$ cat src/rtl/alu_pkg.sv
// Shared definitions for the ALU / iterative multiply-divide unit:
// operation codes and the iterative-unit state encoding.
package alu_pkg;

  // Combinational operations (ALUop[3] = 0)
  localparam logic [3:0] OP_AND   = 4'b0000;
  localparam logic [3:0] OP_OR    = 4'b0001;
  localparam logic [3:0] OP_ADD   = 4'b0010;
  localparam logic [3:0] OP_LUI   = 4'b0011;
  localparam logic [3:0] OP_SLL   = 4'b0100;
  localparam logic [3:0] OP_SLTU  = 4'b0101;
  localparam logic [3:0] OP_SUB   = 4'b0110;
  localparam logic [3:0] OP_SLT   = 4'b0111;

  // Iterative operations (ALUop[3] = 1); bit 1 selects divide, bit 0 signed
  localparam logic [3:0] OP_MULTU = 4'b1000;
  localparam logic [3:0] OP_MULT  = 4'b1001;
  localparam logic [3:0] OP_DIVU  = 4'b1010;
  localparam logic [3:0] OP_DIV   = 4'b1011;

  typedef enum logic [1:0] {
    ST_IDLE = 2'd0,
    ST_RUN  = 2'd1,
    ST_FIX  = 2'd2,
    ST_DONE = 2'd3
  } state_t;

endpackage

$ cat src/rtl/alu_muldiv_if.sv
// Bus bundle between the ALU/mul-div unit and its user.
//
// Handshake: start is a request that is only honoured when busy=0 and
// ALUop[3]=1; A, B and ALUop are captured on that edge. There is no
// backpressure: done is a single-cycle pulse after which Hi/Lo hold the
// result until the next operation completes. Result and the flags are
// purely combinational from A, B, shamt and ALUop.
interface alu_muldiv_if #(
  parameter int WIDTH = 32,
  parameter int SHW   = $clog2(WIDTH)
);
  import alu_pkg::*;

  logic [WIDTH-1:0] A;
  logic [WIDTH-1:0] B;
  logic [SHW-1:0]   shamt;
  logic [3:0]       ALUop;
  logic             start;
  logic [WIDTH-1:0] Result;
  logic             Overflow;
  logic             CarryOut;
  logic             Zero;
  logic             busy;
  logic             done;
  logic [WIDTH-1:0] Hi;
  logic [WIDTH-1:0] Lo;
  state_t           dbg_state;

  modport master (
    output A, B, shamt, ALUop, start,
    input  Result, Overflow, CarryOut, Zero, busy, done, Hi, Lo, dbg_state
  );

  modport slave (
    input  A, B, shamt, ALUop, start,
    output Result, Overflow, CarryOut, Zero, busy, done, Hi, Lo, dbg_state
  );

endinterface

$ cat src/rtl/alu_comb.sv
// Zero-latency ALU: logic ops, LUI, shift, and the shared add/sub path
// that also produces SLT/SLTU and the Overflow/CarryOut/Zero flags.
module alu_comb
  import alu_pkg::*;
#(
  parameter int WIDTH = 32,
  parameter int SHW   = $clog2(WIDTH)
) (
  input  logic [WIDTH-1:0] a,
  input  logic [WIDTH-1:0] b,
  input  logic [SHW-1:0]   shamt,
  input  logic [3:0]       alu_op,
  output logic [WIDTH-1:0] result,
  output logic             overflow,
  output logic             carry_out,
  output logic             zero
);

  logic             is_sub;
  logic [WIDTH-1:0] b_eff;
  logic [WIDTH:0]   sum_ext;
  logic [WIDTH-1:0] sum;
  logic             carry;

  // Add/sub path: subtraction is A + ~B + 1 so a single adder serves all
  always_comb begin
    is_sub    = (alu_op == OP_SUB) || (alu_op == OP_SLT) || (alu_op == OP_SLTU);
    b_eff     = is_sub ? ~b : b;
    sum_ext   = {1'b0, a} + {1'b0, b_eff} + {{WIDTH{1'b0}}, is_sub};
    sum       = sum_ext[WIDTH-1:0];
    carry     = sum_ext[WIDTH];
    overflow  = (a[WIDTH-1] == b_eff[WIDTH-1]) && (sum[WIDTH-1] != a[WIDTH-1]);
    // For subtraction the flag reports a borrow, i.e. the inverted carry
    carry_out = is_sub ? ~carry : carry;
    zero      = (sum == '0);
  end

  // Result mux; iterative opcodes yield zero here
  always_comb begin
    result = '0;
    case (alu_op)
      OP_AND:  result = a & b;
      OP_OR:   result = a | b;
      OP_ADD:  result = sum;
      OP_LUI:  result = {b[WIDTH/2-1:0], {(WIDTH/2){1'b0}}};
      OP_SLL:  result = b << shamt;
      OP_SLTU: result = {{(WIDTH-1){1'b0}}, ~carry};
      OP_SUB:  result = sum;
      OP_SLT:  result = {{(WIDTH-1){1'b0}}, sum[WIDTH-1] ^ overflow};
      default: result = '0;
    endcase
  end

endmodule

$ cat src/rtl/alu_muldiv.sv
// ALU with an iterative multiply/divide unit. Multiply is shift-add and
// divide is restoring shift-subtract, both on operand magnitudes over a
// shared 2*WIDTH accumulator; signs are applied in a final FIX cycle.
module alu_muldiv
  import alu_pkg::*;
#(
  parameter int WIDTH = 32,
  parameter int SHW   = $clog2(WIDTH)
) (
  input  logic         clk,
  input  logic         rst,
  alu_muldiv_if.slave  bus
);

  localparam int CW = $clog2(WIDTH);
  localparam logic [CW-1:0] LAST = CW'(WIDTH - 1);

  state_t             state, next_state;
  logic [CW-1:0]      cnt;
  logic [1:0]         op_q;     // {divide, signed}
  logic [WIDTH-1:0]   a_q, b_q;
  logic [2*WIDTH-1:0] acc;
  logic [WIDTH-1:0]   hi_q, lo_q;

  logic               accept;
  logic [WIDTH-1:0]   init_lo, a_mag, b_mag;
  logic [WIDTH:0]     mul_sum, div_shift, div_diff;
  logic [2*WIDTH-1:0] mul_next, div_next, prod;
  logic [WIDTH-1:0]   fix_hi, fix_lo;
  logic               sgn_diff;

  function automatic logic [WIDTH-1:0] mag(input logic [WIDTH-1:0] x, input logic sgn);
    return (sgn && x[WIDTH-1]) ? (~x + 1'b1) : x;
  endfunction

  alu_comb #(.WIDTH(WIDTH), .SHW(SHW)) u_comb (
    .a         (bus.A),
    .b         (bus.B),
    .shamt     (bus.shamt),
    .alu_op    (bus.ALUop),
    .result    (bus.Result),
    .overflow  (bus.Overflow),
    .carry_out (bus.CarryOut),
    .zero      (bus.Zero)
  );

  // One iteration step of each algorithm and the sign fix-up
  always_comb begin
    accept   = bus.start && bus.ALUop[3];
    // Multiply seeds the low half with the multiplier, divide with the dividend
    init_lo  = bus.ALUop[1] ? mag(bus.A, bus.ALUop[0]) : mag(bus.B, bus.ALUop[0]);
    a_mag    = mag(a_q, op_q[0]);
    b_mag    = mag(b_q, op_q[0]);

    mul_sum  = {1'b0, acc[2*WIDTH-1:WIDTH]} + (acc[0] ? {1'b0, a_mag} : '0);
    mul_next = {mul_sum, acc[WIDTH-1:1]};

    // Remainder can briefly need WIDTH+1 bits after the left shift
    div_shift = {acc[2*WIDTH-1:WIDTH], acc[WIDTH-1]};
    div_diff  = div_shift - {1'b0, b_mag};
    div_next  = div_diff[WIDTH] ? {div_shift[WIDTH-1:0], acc[WIDTH-2:0], 1'b0}
                                : {div_diff[WIDTH-1:0],  acc[WIDTH-2:0], 1'b1};

    sgn_diff = op_q[0] && (a_q[WIDTH-1] ^ b_q[WIDTH-1]);
    prod     = sgn_diff ? (~acc + 1'b1) : acc;
    fix_hi   = prod[2*WIDTH-1:WIDTH];
    fix_lo   = prod[WIDTH-1:0];
    if (op_q[1]) begin
      fix_lo = sgn_diff ? (~acc[WIDTH-1:0] + 1'b1) : acc[WIDTH-1:0];
      fix_hi = (op_q[0] && a_q[WIDTH-1]) ? (~acc[2*WIDTH-1:WIDTH] + 1'b1)
                                         : acc[2*WIDTH-1:WIDTH];
      if (b_q == '0) begin
        fix_lo = '1;
        fix_hi = a_q;
      end
    end
  end

  // State register
  always_ff @(posedge clk) begin
    if (rst) state <= ST_IDLE;
    else     state <= next_state;
  end

  // Next-state logic
  always_comb begin
    next_state = state;
    case (state)
      ST_IDLE: if (accept) next_state = ST_RUN;
      ST_RUN:  if (cnt == LAST) next_state = ST_FIX;
      ST_FIX:  next_state = ST_DONE;
      ST_DONE: next_state = ST_IDLE;
      default: next_state = ST_IDLE;
    endcase
  end

  // Operand capture, iteration and result write
  always_ff @(posedge clk) begin
    if (rst) begin
      cnt  <= '0;
      op_q <= '0;
      a_q  <= '0;
      b_q  <= '0;
      acc  <= '0;
      hi_q <= '0;
      lo_q <= '0;
    end else begin
      case (state)
        ST_IDLE: if (accept) begin
          cnt  <= '0;
          op_q <= bus.ALUop[1:0];
          a_q  <= bus.A;
          b_q  <= bus.B;
          acc  <= {{WIDTH{1'b0}}, init_lo};
        end
        ST_RUN: begin
          acc <= op_q[1] ? div_next : mul_next;
          cnt <= cnt + 1'b1;
        end
        ST_FIX: begin
          hi_q <= fix_hi;
          lo_q <= fix_lo;
        end
        default: ;
      endcase
    end
  end

  assign bus.busy      = (state != ST_IDLE);
  assign bus.done      = (state == ST_DONE);
  assign bus.Hi        = hi_q;
  assign bus.Lo        = lo_q;
  assign bus.dbg_state = state;

endmodule

$ cat src/flat_wrapper.sv
// flat-port wrapper written by rule: the top's interface ports become plain ports
module alu_muldiv_flat import alu_pkg::*;
#(
  parameter int WIDTH = 32,
  parameter int SHW   = $clog2(WIDTH)
)
  (clk, rst, bus_A, bus_B, bus_shamt, bus_ALUop, bus_start, bus_Result, bus_Overflow, bus_CarryOut, bus_Zero, bus_busy, bus_done, bus_Hi, bus_Lo, bus_dbg_state);
  alu_muldiv_if #(.WIDTH(WIDTH), .SHW(SHW)) bus_i ();
  input  logic clk;
  input  logic rst;
  input wire logic [$bits(bus_i.A)-1:0] bus_A;
  input wire logic [$bits(bus_i.B)-1:0] bus_B;
  input wire logic [$bits(bus_i.shamt)-1:0] bus_shamt;
  input wire logic [$bits(bus_i.ALUop)-1:0] bus_ALUop;
  input wire logic [$bits(bus_i.start)-1:0] bus_start;
  output wire logic [$bits(bus_i.Result)-1:0] bus_Result;
  output wire logic [$bits(bus_i.Overflow)-1:0] bus_Overflow;
  output wire logic [$bits(bus_i.CarryOut)-1:0] bus_CarryOut;
  output wire logic [$bits(bus_i.Zero)-1:0] bus_Zero;
  output wire logic [$bits(bus_i.busy)-1:0] bus_busy;
  output wire logic [$bits(bus_i.done)-1:0] bus_done;
  output wire logic [$bits(bus_i.Hi)-1:0] bus_Hi;
  output wire logic [$bits(bus_i.Lo)-1:0] bus_Lo;
  output wire logic [$bits(bus_i.dbg_state)-1:0] bus_dbg_state;
  assign bus_i.A = bus_A;
  assign bus_i.B = bus_B;
  assign bus_i.shamt = bus_shamt;
  assign bus_i.ALUop = bus_ALUop;
  assign bus_i.start = bus_start;
  assign bus_Result = bus_i.Result;
  assign bus_Overflow = bus_i.Overflow;
  assign bus_CarryOut = bus_i.CarryOut;
  assign bus_Zero = bus_i.Zero;
  assign bus_busy = bus_i.busy;
  assign bus_done = bus_i.done;
  assign bus_Hi = bus_i.Hi;
  assign bus_Lo = bus_i.Lo;
  assign bus_dbg_state = bus_i.dbg_state;
  alu_muldiv #(.WIDTH(WIDTH), .SHW(SHW)) u_core (.clk(clk), .rst(rst), .bus(bus_i));
endmodule
$ cat config.mk
export PLATFORM = sky130hd
export DESIGN_NAME = alu_muldiv_flat
export DESIGN_NICKNAME = d
export VERILOG_FILES = /design/src/rtl/alu_pkg.sv /design/src/rtl/alu_muldiv_if.sv /design/src/rtl/alu_comb.sv /design/src/rtl/alu_muldiv.sv /design/src/flat_wrapper.sv
export SDC_FILE = /design/constraint.sdc
export NUM_CORES = 1
export LEC_CHECK = 0
export CAP_MARGIN = 20
export CORE_MARGIN = 10
export CORE_UTILIZATION = 55
export CTS_BUF_LIST = sky130_fd_sc_hd__clkbuf_16
export CTS_CLUSTER_SIZE = 16
export DETAILED_ROUTE_END_ITERATION = 8
export PLACE_DENSITY = 0.76
export SLEW_MARGIN = 15
export SYNTH_ARGS = -nofsm -noshare
export SYNTH_HDL_FRONTEND = slang
export SYNTH_SLANG_ARGS = --single-unit
$ cat constraint.sdc
create_clock -name clk -period 7.48 [get_ports clk]
set_clock_uncertainty 0.1 [all_clocks]
set_input_delay 1.122 -clock clk [delete_from_list [all_inputs] [get_ports clk]]
set_output_delay 1.122 -clock clk [all_outputs]
set_load 0.005 [all_outputs]
* After elaboration in Yosys (flattened, before gate mapping)
Cells that the tools add are included.
** Word-level totals
- Register bits :: 201
- Bits of input ports :: 76
- Word-level logic and storage cells :: 92
** Operators by class
- Add/subtract/negate cells :: 12
- Eq/ne operators :: 15
- Shift operators :: 1
- Muxes and demuxes :: 25
- Bitwise operators :: 12
- Reductions and logical operators :: 19
** Operators by type and width (number)
- two-way mux 32 bit :: 13
- two-way mux 64 bit :: 4
- case mux 32 bit (7 select lines) :: 1
- adder 32 x 1 -> 32 bit, second input constant :: 6
- inverter 32 bit :: 6
- case mux 64 bit (2 select lines) :: 1
- adder 64 x 1 -> 64 bit, second input constant :: 1
- zero test 32 bit :: 2
- inverter 64 bit :: 1
- adder 32 x 32 -> 33 bit :: 1
- adder 32 x 33 -> 33 bit :: 1
- adder 33 x 1 -> 33 bit :: 1
- subtractor 33 x 32 -> 33 bit :: 1
- AND 32 bit :: 1
- bitwise OR 32 bit :: 1
- left shift 32 x 5 -> 32 bit :: 1
- equality test 4 x 3 -> 1 bit, second input constant :: 4
- case mux 5 bit (2 select lines) :: 1
- equality test 4 x 2 -> 1 bit, second input constant :: 2
- case mux 2 bit (4 select lines) :: 1
- logical AND 1 bit :: 7
- AND reduction 2 bit :: 3
- adder 5 x 1 -> 5 bit, second input constant :: 1
- equality test 5 bit, second input constant :: 1
- other kinds (16) :: 22

* Depth between registers and ports, before layout
- Depth in word-level cells :: 10
- Gate-level depth with buffers :: 22
- Depth with buffers taken out :: 21

* Cells and area by module
A second synthesis with hierarchy kept.
** Second synthesis, totals
- Cell total of the unflattened synthesis :: 2969
- Area, all modules :: 21571.9 µm²
** By module, submodules not included
- alu_muldiv :: instances 1, cells an instance 2266, area an instance 16686.0 µm², seq. area each 4023.9 µm²
- alu_comb :: instances 1, cells an instance 703, area an instance 4885.9 µm², seq. area each 0.0 µm²

* Worst setup path after synthesis
No wires, ideal clock.
- Kind :: input port to output port
- Start point :: in bus_ALUop[1]
- End point :: out bus_Zero
- Arrival :: 4750 ps
- Required time :: 6258 ps
- Slack :: 1508 ps
- Stages :: 17
- Buffers on the path :: 3
- Cell sequence :: buf_2 -> nor2_4 -> nor2_1 -> clkbuf_1 -> xor2_1 -> ha_1 -> clkbuf_1 -> o211ai_1 -> a21o_1 -> a21o_1 -> a31o_2 -> a21boi_0 -> o211ai_1 -> a2111oi_0 -> nand4b_1 -> nor4b_1 -> and4_1
** Between the ends
- Cells in the longest elaborated chain, start to end :: 7
** RTL lines
- start, declared :: line flat_wrapper.sv:14 : input wire logic [$bits(bus_i.ALUop)-1:0] bus_ALUop;
- equality test 4 x 3 -> 1 bit :: line alu_comb.sv:27 : is_sub = (alu_op == OP_SUB) || (alu_op == OP_SLT) || (alu_op == OP_SLTU);
- logical OR 1 bit :: line alu_comb.sv:27
- logical OR 1 bit (*) :: line alu_comb.sv:27
- two-way mux 32 bit :: line alu_comb.sv:28 : b_eff = is_sub ? ~b : b;
- adder 32 x 32 -> 33 bit :: line alu_comb.sv:29 : sum_ext = {1'b0, a} + {1'b0, b_eff} + {{WIDTH{1'b0}}, is_sub};
- adder 33 x 1 -> 33 bit (*) :: line alu_comb.sv:29
- zero test 32 bit (*) :: line alu_comb.sv:35 : zero = (sum == '0);
- end, declared :: line flat_wrapper.sv:19 : output wire logic [$bits(bus_i.Zero)-1:0] bus_Zero;
Mark *: on every way between the ends. The rest lies on a longest branch, timed or not.

* Final worst setup path
- Start point :: in bus_ALUop[2]
- End point :: out bus_Zero
The elaborated chain is that of the path after synthesis.

==> results.tsv <==
stage	metric	value	unit
status	status	finished, final reports clean	
sta	fmax	136	MHz
die	core-area	0.0388	mm^2
clock_tree	clock_path_buffers	3	
setup_path	crit_path_start_kind	primary input	
final_layout	fin_nets	3281	
pwr	peakVddDrop	154	uV
die	start_util	56.0	%
detailed_routing	drc	0	
logic_synthesis	synth_edf_count	0	
clock_tree	holdBufCountCts	0	
sta	setup_violations	0	
clock_tree	clk_pin_slew	60	ps
setup_path	crit_path_end	bus_Zero	
grt	grt_max_degree	115	
clock_tree	clk_latency	530	ps
logic_synthesis	synth_ff_type	dfxtp_1	
detailed_routing	wl_per_cell	26.1	um
detailed_routing	first_pass_iters	8	
logic_synthesis	ys_types	87	
clock_tree	cts-root-buf	clkbuf_16	
logic_synthesis	async_flop_share	0	%
logic_synthesis	synth.avg_cell_area	7.12	um^2
job	maxCapViolCount	0	
setup_path	reg2reg_slack	1250	ps
sta	slew_violations	0	
detailed_routing	wirelength	94500	um
hold_path	hold_path_class	reg -> reg	
logic_synthesis	ys_seq_area_share	18.5	%
setup_path	required	6260	ps
detailed_routing	first_iter_violations	3261	
setup_path	worstReg2RegStart	u_core.b_q[2]$_SDFFE_PP0P_	
setup_path	crit_start	bus_ALUop[2]	
pwr	p_per_area	218	mW/mm^2
logic_synthesis	synthCells	3051	
setup_path	worstRegToRegCells	21	
logic_synthesis	syn_nets	3241	
final_layout	seqCellArea	0.00403	mm^2
logic_synthesis	yosysWarningCount	0	
grt	grt_use_met3	7.15	%
final_layout	fin_cells	3623	
logic_synthesis	ys_seq_elements	201	
clock_tree	numCtsBuffers	22	
clock_tree	h-tree-depth	1	
final_layout	layout_common_cells	377 x nand2_1, 335 x a21oi_1, 283 x nor2_1	
placement	dp_cells	3582	
pwr	p_leak	9.55	nW
sta	min_period	7350	ps
clock_tree	cts_sinks	201	
sta	hold_viol	0	
placement	post-dp-hpwl	71900	um
grt	antenna_found_initial	2	
die	fp.dieW	219	um
final_layout	area_growth	13.6	%
grt	met2_usage	59.9	%
die	io_pins	179	
grt	grt.busiest_layer	met2	
die	dieArea	0.0479	mm^2
detailed_routing	num_vias	24834	
grt	grt_pass1_wl	141000	um
final_layout	final_layout_size_suffix_gt1_share	7.12	%
die	die_h	219	um
grt	grt_use_total	37.6	%
setup_path	crit_fanout	17	
setup_path	reg2reg_to	u_core.acc[60]$_SDFFE_PP0P_	
clock_tree	cts_tree	yes	
final_layout	multi_input_area	0.0166	mm^2
setup_path	crit_type	in -> out	
die	num_rows	72	
placement	place_area	0.0239	mm^2
pwr	finalPower	5.38	mW
grt	first_global_vias	23052	
placement	portBuffers	178	
setup_path	crit_path_end_kind	output port	
detailed_routing	via_per_inst	6.85	
final_layout	layout_commonest_cell	nand2_1	
grt	grt-ovfl-total	0	
detailed_routing	ant_nets	0	
placement	routabilityCongestion	1.14	
logic_synthesis	syn_area	0.0217	mm^2
grt	grtUsageMet1	45.9	%
setup_path	crit_arrival	6130	ps
sta	post-route-period-util	98.3	%
final_layout	fin_area	0.0247	mm^2
sta	worstMarginPinSlew	1130	ps
final_layout	fillCellCount	3463	
sta	relSlewSlack	24.4	%
-- area by class of cell --
type / count / area share, %
flip-flops and latches: 201 / 16.3
well taps: 518 / 2.63
repair buffers: 268 / 10.0
diodes: 1 / 0.0101
clock inverters: 15 / 0.705
clock buffers: 22 / 2.23
multi-input cells: 2549 / 67.3
inverters: 49 / 0.745
-- kinds of logic after synthesis --
| family | Yosys count | synth area share (%) |
|---|---|---|
| AO/OA/AOI/OAI | 980 | 28.4 |
| flip-flops | 201 | 18.5 |
| AND/OR/NAND/NOR | 1042 | 22.3 |
| adder cells (fa/ha/maj) | 116 | 6.76 |
| buffers and inverters | 301 | 5.43 |
| multiplexers | 108 | 6.38 |
| XOR/XNOR | 303 | 12.2 |
-- state kept, by name (all words and copies together) (netlist names) --
signal,flops
u_core.bus.dbg_state,2
u_core.bus.Hi,32
u_core.a_q,32
u_core.b_q,32
u_core.cnt,5
u_core.acc,64
u_core.op_q,2
u_core.bus.Lo,32
-- where the power goes --
group,internal [mW],switching (mW),total (mW)
clock network,0.645,0.473,1.12
registers,1.24,0.235,1.48
logic,1.10,1.69,2.79
-- cell usage after synthesis (10+ instances only) --
| library cell | n | area (um^2) |
|---|---|---|
| mux2i_1 | 62 | 621 |
| buf_1 | 26 | 97.6 |
| nand2b_1 | 42 | 263 |
| nor4_1 | 29 | 181 |
| a221o_1 | 10 | 100 |
| a221oi_1 | 11 | 96.3 |
| nand4_1 | 12 | 75.1 |
| o211ai_1 | 51 | 383 |
| mux2_2 | 24 | 270 |
| a222oi_1 | 10 | 100 |
| buf_2 | 16 | 80.1 |
| xor2_1 | 135 | 1180 |
| o41ai_1 | 16 | 140 |
| a31oi_1 | 37 | 231 |
| dfxtp_1 | 201 | 4020 |
| o21ai_0 | 188 | 941 |
| o31ai_1 | 23 | 173 |
| or3_1 | 36 | 225 |
| nor2_1 | 286 | 1070 |
| xnor2_1 | 168 | 1470 |
| mux4_2 | 22 | 495 |
| clkbuf_1 | 205 | 769 |
| o21a_1 | 15 | 113 |
| and2_1 | 17 | 106 |
| inv_1 | 49 | 184 |
| o22ai_1 | 16 | 100 |
| nand2_1 | 377 | 1420 |
| a211oi_1 | 82 | 616 |
| a21o_1 | 68 | 510 |
| ha_1 | 111 | 1390 |
| a22oi_1 | 23 | 173 |
| and3_1 | 24 | 150 |
| a311oi_1 | 10 | 87.6 |
| nor2b_1 | 14 | 87.6 |
| nor3_1 | 82 | 410 |
| a21oi_1 | 336 | 1680 |
| nand3_1 | 61 | 305 |
-- timing repair --
| item | in CTS | in global routing |
|---|---|---|
| setup buffers | 0 | 2 |
| gates resized for setup | 0 | 5 |
| endpoints found under the setup margin | 0 | 3 |
-- critical path: stages --
cell and delay, ps:
clkdlybuf4s50_1 530, nand2b_1 250, nor2_4 270, buf_6 280, xor2_1 110, ha_1 430
nand3_1 240, or3_1 440, o21ai_0 170, o31a_1 310, mux2_2 380, a21oi_1 280
nand4b_1 200, nor4b_1 320, and4_1 250, clkdlybuf4s50_1 510
-- through the flow --
stage                     setup TNS [ps]  utilization, %  hold slack (ps)  setup slack (ps)
after floorplan                        0               -              339              1510
after global placement                 0            61.5              332               181
after detailed placement               0            61.6              364               185
after CTS                              0            63.4              373               168
after global routing               -47.3            63.6              392             -47.3
final                                  0            63.6              377               129
-- layer usage --
metal  share of wire (%)  routed length [um]
met1                  37               35400
met2                  44               41700
met3                  11               10500
met4                 7.4                6950
met5               0.017                  16
-- worst min-delay path by stage --
| stage | start | to | slack, ps | depth (start not counted) |
|---|---|---|---|---|
| after floorplan | u_core.bus.Hi[21]$_SDFFE_PP0P_ | u_core.bus.Hi[21]$_SDFFE_PP0P_ | 340 | 2 |
| after global placement | u_core.bus.Hi[21]$_SDFFE_PP0P_ | u_core.bus.Hi[21]$_SDFFE_PP0P_ | 330 | 2 |
| after detailed placement | u_core.bus.Hi[24]$_SDFFE_PP0P_ | u_core.bus.Hi[24]$_SDFFE_PP0P_ | 360 | 1 |
| after CTS | u_core.bus.Hi[17]$_SDFFE_PP0P_ | u_core.bus.Hi[17]$_SDFFE_PP0P_ | 370 | 2 |
| after global routing | u_core.bus.Hi[21]$_SDFFE_PP0P_ | u_core.bus.Hi[21]$_SDFFE_PP0P_ | 390 | 2 |
| final | u_core.bus.Hi[21]$_SDFFE_PP0P_ | u_core.bus.Hi[21]$_SDFFE_PP0P_ | 380 | 2 |
(Power assumes the default switching activity.)
